<file path="src/rtl/logic_gate_pkg.sv">
// Shared definitions for the exhaustive gate sweeper: gate encodings,
// FSM state type and the largest supported gate width.
package logic_gate_pkg;

  localparam int MAX_N = 8;

  typedef enum logic [2:0] {
    OP_AND  = 3'd0,
    OP_OR   = 3'd1,
    OP_NAND = 3'd2,
    OP_NOR  = 3'd3,
    OP_XOR  = 3'd4,
    OP_XNOR = 3'd5
  } gate_op_e;

  typedef enum logic [1:0] {
    ST_IDLE,
    ST_SWEEP,
    ST_DONE
  } sweep_state_e;

  // Encodings 6 and 7 have no gate behind them.
  function automatic logic is_legal_op(input logic [2:0] op);
    return op <= OP_XNOR;
  endfunction

endpackage

</file>
<file path="src/rtl/gate_eval.sv">
// N-input combinational gate: reduces the whole vector with the selected
// operator; illegal selections evaluate to 0.
module gate_eval
  import logic_gate_pkg::*;
#(
  parameter int N = 2
) (
  input  logic [N-1:0] vec,
  input  logic [2:0]   op,
  output logic         y
);

  always_comb begin
    y = 1'b0;
    case (op)
      OP_AND:  y = &vec;
      OP_OR:   y = |vec;
      OP_NAND: y = ~&vec;
      OP_NOR:  y = ~|vec;
      OP_XOR:  y = ^vec;
      OP_XNOR: y = ~^vec;
      default: y = 1'b0;
    endcase
  end

endmodule

</file>
<file path="src/rtl/logic_gate_sweep.sv">
// Walks every N-bit input vector through one gate, presenting each vector
// and its result for one cycle and collecting the full truth table.
module logic_gate_sweep
  import logic_gate_pkg::*;
#(
  parameter int N = 2
) (
  input  logic              clk,
  input  logic              rst_n,
  input  logic              start,
  input  logic [2:0]        op,
  output logic              busy,
  output logic              valid,
  output logic [N-1:0]      vec_out,
  output logic              y,
  output logic [2**N-1:0]   tt,
  output logic              done,
  output logic              err
);

  localparam logic [N-1:0] LAST_VEC = {N{1'b1}};

  if (N < 2 || N > MAX_N) begin : g_bad_n
    $error("logic_gate_sweep: N must lie in 2..%0d", MAX_N);
  end

  sweep_state_e      r_state;
  sweep_state_e      w_next_state;
  logic [N-1:0]      r_cnt;
  logic [2:0]        r_op;
  logic [2**N-1:0]   r_tt;
  logic              r_err;
  logic              w_accept;
  logic              w_legal;
  logic              w_sweep;
  logic              w_y;

  assign w_accept = (r_state == ST_IDLE) && start;
  assign w_legal  = is_legal_op(op);
  assign w_sweep  = (r_state == ST_SWEEP);

  gate_eval #(.N(N)) u_gate_eval (
    .vec (r_cnt),
    .op  (r_op),
    .y   (w_y)
  );

  always_ff @(posedge clk) begin
    if (!rst_n) r_state <= ST_IDLE;
    else        r_state <= w_next_state;
  end

  always_comb begin
    w_next_state = r_state;
    case (r_state)
      ST_IDLE:  if (w_accept) w_next_state = w_legal ? ST_SWEEP : ST_DONE;
      ST_SWEEP: if (r_cnt == LAST_VEC) w_next_state = ST_DONE;
      ST_DONE:  w_next_state = ST_IDLE;
      default:  w_next_state = ST_IDLE;
    endcase
  end

  // The counter parks on the last vector rather than wrapping, so the
  // DONE cycle never sees a stray vector 0.
  always_ff @(posedge clk) begin
    if (!rst_n) begin
      r_cnt <= '0;
      r_op  <= '0;
      r_tt  <= '0;
      r_err <= 1'b0;
    end else if (w_accept) begin
      r_cnt <= '0;
      r_op  <= op;
      r_tt  <= '0;
      r_err <= !w_legal;
    end else if (w_sweep) begin
      r_tt[r_cnt] <= w_y;
      if (r_cnt != LAST_VEC) r_cnt <= r_cnt + 1'b1;
    end
  end

  assign busy    = w_sweep;
  assign valid   = w_sweep;
  assign vec_out = w_sweep ? r_cnt : '0;
  assign y       = w_sweep & w_y;
  assign tt      = r_tt;
  assign done    = (r_state == ST_DONE);
  assign err     = r_err;

endmodule

</file>
<file path="config.mk">
export PLATFORM = sky130hd
export DESIGN_NAME = logic_gate_sweep
export DESIGN_NICKNAME = d
export VERILOG_FILES = /design/src/rtl/logic_gate_pkg.sv /design/src/rtl/gate_eval.sv /design/src/rtl/logic_gate_sweep.sv
export SDC_FILE = /design/constraint.sdc
export NUM_CORES = 1
export LEC_CHECK = 0
export CAP_MARGIN = 40
export CORE_UTILIZATION = 40
export CTS_CLUSTER_DIAMETER = 60
export DETAILED_ROUTE_END_ITERATION = 12
export PLACE_DENSITY = 0.72
export SLEW_MARGIN = 15
export SYNTH_ARGS = -nofsm -noshare
export SYNTH_HDL_FRONTEND = slang
export SYNTH_SLANG_ARGS = --single-unit
</file>
<file path="constraint.sdc">
create_clock -name clk -period 1.73 [get_ports clk]
set_clock_uncertainty 0.15 [all_clocks]
set_input_delay 0.346 -clock clk [delete_from_list [all_inputs] [get_ports clk]]
set_output_delay 0.346 -clock clk [all_outputs]
set_load 0.02 [all_outputs]
</file>
==> reports/metrics.yaml <==
clockBufferDepth: 2
pwr-share-comb_pct: 25.4
dieWidth_microns: 40.7
tightest_slew_ns: 0.296
clk_latency_ns: 0.27
violations: "setup timing"
period_share_pct: 117
htree_levels: 1
crit_type: "register to output pin"
max_freq_ghz: 0.493
syn-cell-area_sq_um: 598
p_seq_share_pct: 47.7
run_status: "finished with violations"
min_to: "err"
wl_per_cell_microns: 11.4
clkTransAtPathRegs_ns: 0.07
grt_pass1_vias: 493
holdPathStages: 2
cp-end-kind: "output pin"
ios: 17
cts_hold_buf: 0
p_sw_mw: 0.180
setup_viol: 1
ys_seq_area_share_pct: 40.2
finalInstanceArea_sq_um: 953
holdCritPathClass: "register to register"
synthArstFlopShare_pct: 0
whs_ns: 0.329
die_h_microns: 40.7
reg2reg_from: "r_cnt[1]"
cts_tree: "built"
ys_ff_latch: 12
antenna_left: 0
root_buffer: "clkbuf_4"
drt-initial-drc-count: 9
gp_congestion: 0.723
finalSetupTns_ns: -0.298
final_layout_size_suffix_gt1_share_pct: 36.0
p_int_mw: 0.450
slew_headroom_pct: 80.3
power.leakage_nw: 0.449
reg2reg_slack_ns: 0.07
dp_slack_ns: -0.524
syn_area_per_cell_sq_um: 8.67
grt_use_total_pct: 18.3
areaGrowthSynthToFinish_pct: 59.4
num-nets-final: 112
syn_nets: 79
fp.coreArea_sq_um: 1350
vias_per_cell: 5.29
overflow: 0
grt_pass1_wl_microns: 1930
vias: 608
drv_cap: 0
first_pass_iters: 4
drc: 0
ys.flop_type: "dfxtp_1"
hpwl_microns: 976
ir_drop_uv: 372
cts_num_sinks: 12
clkPwrFrac_pct: 26.9
ys_warn_count: 0
io_buffers: 16
antenna_found_initial: 0
utilization_pct: 70.6
min_period_ns: 2.03
drt_wl_total_microns: 1320
reg2reg_depth: 7
final_hold_viol_count: 0
p_sw_share_pct: 28.6
rsz0062_at_grt: "yes"
fillCellCount: 115
initial_core_util_pct: 44.3
p_per_area_nw_per_um2: 661
drv_slew: 0
path_max_fanout: 3
cts_buffers: 3
synthCells: 69
n_antenna_cell: 0
r2r_end: "tt[2]"
arrival_ns: 1.53
grt_max_degree: 7
synth-edff-count: 0
fin_ws_ns: -0.298
place_area_sq_um: 885
required_ns: 1.23
fp-row-count: 13
synth.distinct_cells: 21
die-area_sq_um: 1650
cp-start-kind: "register"
hp-start: "err"
[worst max-delay path by stage]
stage                         from  to  slack [ns]  depth (start not counted)
final                     r_cnt[1]   y       -0.30                          7
after global routing      r_cnt[1]   y       -0.38                          7
after CTS                 r_cnt[1]   y       -0.34                          7
after detailed placement  r_cnt[1]   y       -0.52                          7
after global placement    r_cnt[1]   y       -0.47                          7
after floorplan           r_cnt[0]   y       -0.05                          6
[Yosys cell counts, types with 2 or more instances]
master,number,area [sq um]
ha_1,4,50.1
a21oi_1,7,35.0
dfxtp_1,12,240
nor2b_1,2,12.5
nand3_1,2,10.0
nand2_1,11,41.3
nor2_1,8,30.0
a311oi_1,4,35.0
o21ai_0,2,10.0
a21boi_0,4,30.0
inv_1,2,7.51
xnor2_1,2,17.5
[power by group through the flow]
stage               Sequential (mW)  Clock [mW]  Combinational (mW)
finish                        0.301       0.170               0.160
global route                  0.303       0.188               0.175
CTS                           0.299       0.177               0.153
detailed placement            0.305           0               0.153
global placement              0.305           0               0.150
floorplan                     0.309           0              0.0782
[what timing repair did]
item / 4_1_cts / 5_1_grt
resized for setup: 18 / 13
setup buffers: 1 / 0
endpoints found under the setup margin: 7 / 14
pin swaps: 3 / 5
[logic make-up after synthesis]
kind of cell / synth area share, %
AO/OA/AOI/OAI: 21.8
XOR/XNOR: 2.93
adder cells (fa/ha/maj): 8.37
buffers and inverters: 3.14
flip-flops: 40.2
AND/OR/NAND/NOR: 23.6
[area by class of cell]
| cell class | instances | area (sq um) | area share (%) |
|---|---|---|---|
| multi-input combinational | 53 | 394 | 41.3 |
| timing repair buffer | 29 | 264 | 27.7 |
| sequential | 12 | 243 | 25.5 |
| clock buffer | 3 | 22.5 | 2.36 |
| tap | 15 | 18.8 | 1.97 |
| inverter | 3 | 11.3 | 1.18 |
[state kept, by name (all words and copies together) (netlist names)]
register  cells
err           1
r_cnt         2
r_op          3
r_state       2
tt            4
[placed cells by master (no fill, tap or decap), types with 2 or more instances in the layout]
master and count:
dfxtp_2 2, nor2b_1 2, clkbuf_4 3, clkdlybuf4s15_2 2, o21ai_0 2, a21boi_0 4, nand3_1 2, a311oi_2 4
ha_1 3, nand2_1 11, clkdlybuf4s50_1 5, buf_4 13, dlymetal6s2s_1 5, dfxtp_1 10, nor2_1 7, a21oi_1 7
inv_2 2, clkbuf_2 2
[metal layers]
layer | vias to the layer above | routed length, microns | track usage, %
li1 | 308 | - | -
met1 | 279 | 491 | 16.8
met2 | 19 | 749 | 35.7
met3 | 2 | 70 | 6.52
met4 | 0 | 4 | 7.50
met5 | - | 0 | 0
[critical path, stage by stage (launching register included)]
cell and delay [ns]:
dfxtp_2 0.35, inv_2 0.05, ha_4 0.24, xnor2_2 0.13, nor3b_2 0.20, a211oi_2 0.07, nor2_2 0.10, buf_6 0.12
[per-stage QoR]
step / std cells / power [mW]
after global routing: 115 / 0.665
after floorplan: 69 / 0.387
final: 115 / 0.630
after global placement: 111 / 0.455
after detailed placement: 111 / 0.458
after CTS: 115 / 0.630
Power figures use the tool's default switching activity.
==> patch, RTL diff (same flow settings) <==
Register the inputs `start` and `op` before use, with the module's reset. The logic sees them one clock later.
--- a/src/rtl/logic_gate_sweep.sv
+++ b/src/rtl/logic_gate_sweep.sv
@@ -20,6 +20,19 @@
 
   localparam logic [N-1:0] LAST_VEC = {N{1'b1}};
 
+  logic start_q;
+  logic [2:0] op_q;
+
+  always_ff @(posedge clk) begin
+    if (!rst_n) begin
+      start_q <= '0;
+      op_q    <= '0;
+    end else begin
+      start_q <= start;
+      op_q    <= op;
+    end
+  end
+
   if (N < 2 || N > MAX_N) begin : g_bad_n
     $error("logic_gate_sweep: N must lie in 2..%0d", MAX_N);
   end
@@ -35,8 +48,8 @@
   logic              w_sweep;
   logic              w_y;
 
-  assign w_accept = (r_state == ST_IDLE) && start;
-  assign w_legal  = is_legal_op(op);
+  assign w_accept = (r_state == ST_IDLE) && start_q;
+  assign w_legal  = is_legal_op(op_q);
   assign w_sweep  = (r_state == ST_SWEEP);
 
   gate_eval #(.N(N)) u_gate_eval (
@@ -70,7 +83,7 @@
       r_err <= 1'b0;
     end else if (w_accept) begin
       r_cnt <= '0;
-      r_op  <= op;
+      r_op  <= op_q;
       r_tt  <= '0;
       r_err <= !w_legal;
     end else if (w_sweep) begin
Formal check against the unedited RTL: not equivalent (a bounded check fails within 4 cycles, from zero or initial values and one cycle with rst_n low).
==> patch against the original RTL <==
  * The flow still finishes with violations (setup timing)
  * Combinational power is 21% lower
  * Register-to-register slack better by 0.03 ns
  * Power is 21% higher
  * Area after synthesis is 27% higher
  * Final area is 18% higher
  * Sequential cell count is 4 higher
  * Final cell count is 21% higher
  * Routed wire length is 24% higher
  * Worst setup slack better by 0.0023 ns
  * Critical path type unchanged
==> patch: results <==
metrics = {
    "status": {
        "outcome": "finished, violations left",
        "violations": "setup timing",
    },
    "worst_setup_path": {
        "setup.worst_path.start": "r_cnt[0]",
        "reg2reg_slack_ns": 0.10,
        "crit_path_max_fanout": 3,
        "slowest_stage": "dfxtp_2",
    },
    "synth": {
        "yosysSeqAreaShare_pct": 42.3,
        "synth_area_leaders": "dfxtp_1 (42%), ha_1 (6.6%), and3b_1 (5.8%), a21boi_0 (5.0%), and2_1 (5.0%)",
        "yosysUniqueCellTypes": 27,
        "synth_nets": 90,
        "synth_common_cells": "dfxtp_1 (16), nand2_1 (9), and2_1 (6)",
        "syn_avg_cell_area_um2": 9.46,
    },
    "min_path": {
        "hp-start": "op_q[0]",
        "whs_path_depth": 2,
    },
    "place": {
        "port-buffer-count": 16,
        "dp_hpwl_um": 1120,
        "pre_cts_ws_ns": -0.435,
        "gp_congestion": 0.736,
        "placed_cell_area_um2": 1050,
    },
    "power_and_ir_drop": {
        "leakagePower_nw": 0.516,
        "ir_worst_vdd_uv": 429,
    },
    "final_layout": {
        "drive_gt1_share_pct": 36.0,
        "largest_reg_flops": 4,
        "fin_nets": 125,
        "num-fill-cells": 148,
        "fin_util_pct": 64.6,
    },
    "clock_network": {
        "root_buffer": "clkbuf_4",
        "clkSlewWorstSetupHoldPaths_ns": 0.09,
    },
    "route": {
        "wl_per_cell_um": 11.7,
        "first_iter_violations": 11,
        "vias": 676,
        "drcViolationCount": 0,
        "via_per_inst": 4.86,
        "first_pass_iters": 4,
    },
    "global_route": {
        "grt_pass1_vias": 655,
        "grt_pass1_wl_um": 2720,
        "track_usage_pct": 18.9,
        "grt_max_degree": 12,
    },
    "sta": {
        "finalWorstSetupSlack_ns": -0.296,
        "worst_pin_slew_ns": 0.448,
        "setup_tns_ns": -0.296,
        "setup_viol": 1,
        "holdWs_ns": 0.302,
    },
}
==> patch: logic make-up (layout without fill, tap and decap cells) <==
logic type,Yosys count,after routing,share of synthesized area (%)
flops,16,16,42.3
compound gates,17,17,16.0
buf+inv,6,40,3.80
mux,1,1,1.32
xor+xnor,4,4,4.63
simple gates,32,32,25.3
fa+ha+maj,4,4,6.61
==> patch: report_power, final <==
group          leakage [nW]  switching, mW  total, mW  internal, mW
combinational         0.363         0.0574      0.127        0.0696
sequential            0.132         0.0102      0.392         0.382
clock                0.0210          0.116      0.244         0.128
==> patch: metal layers <==
metal / routed length [um] / share of wire (%) / track usage (%) / up-vias
met1: 715 / 44 / 21.6 / 317
met5: 0 / 0 / 0 / -
met3: 52 / 3.2 / 3.97 / 2
met2: 842 / 52 / 31.7 / 15
met4: 19 / 1.2 / 12.1 / 0
li1: - / - / - / 342
==> patch: repair_timing <==
action                                  4_1_cts  5_1_grt
setup buffers                                 6        3
pin swaps                                     3        2
gates resized for setup                      28        7
endpoints found under the setup margin       10       10
==> patch: area by class of cell <==
| cell class | count | share of cell area (%) |
|---|---|---|
| Clock buffer | 4 | 3.22 |
| Inverter | 2 | 0.666 |
| Multi-Input combinational cell | 58 | 40.5 |
| Sequential cell | 16 | 28.7 |
| Tap cell | 25 | 2.77 |
| Timing Repair Buffer | 34 | 24.1 |
==> patch: worst paths after layout <==
check,to
max reg2reg,tt[0]
min reg2reg,r_op[0]
max,y
min,r_op[0]
==> patch: worst register-to-register path: cells and delay by family (launching register included) <==
family	cells	cell delay [ns]
AO/OA/AOI/OAI	1	0.16
XOR/XNOR	1	0.15
adder cells (fa/ha/maj)	1	0.27
buffers and inverters	3	0.34
flip-flops	1	0.35
AND/OR/NAND/NOR	1	0.13
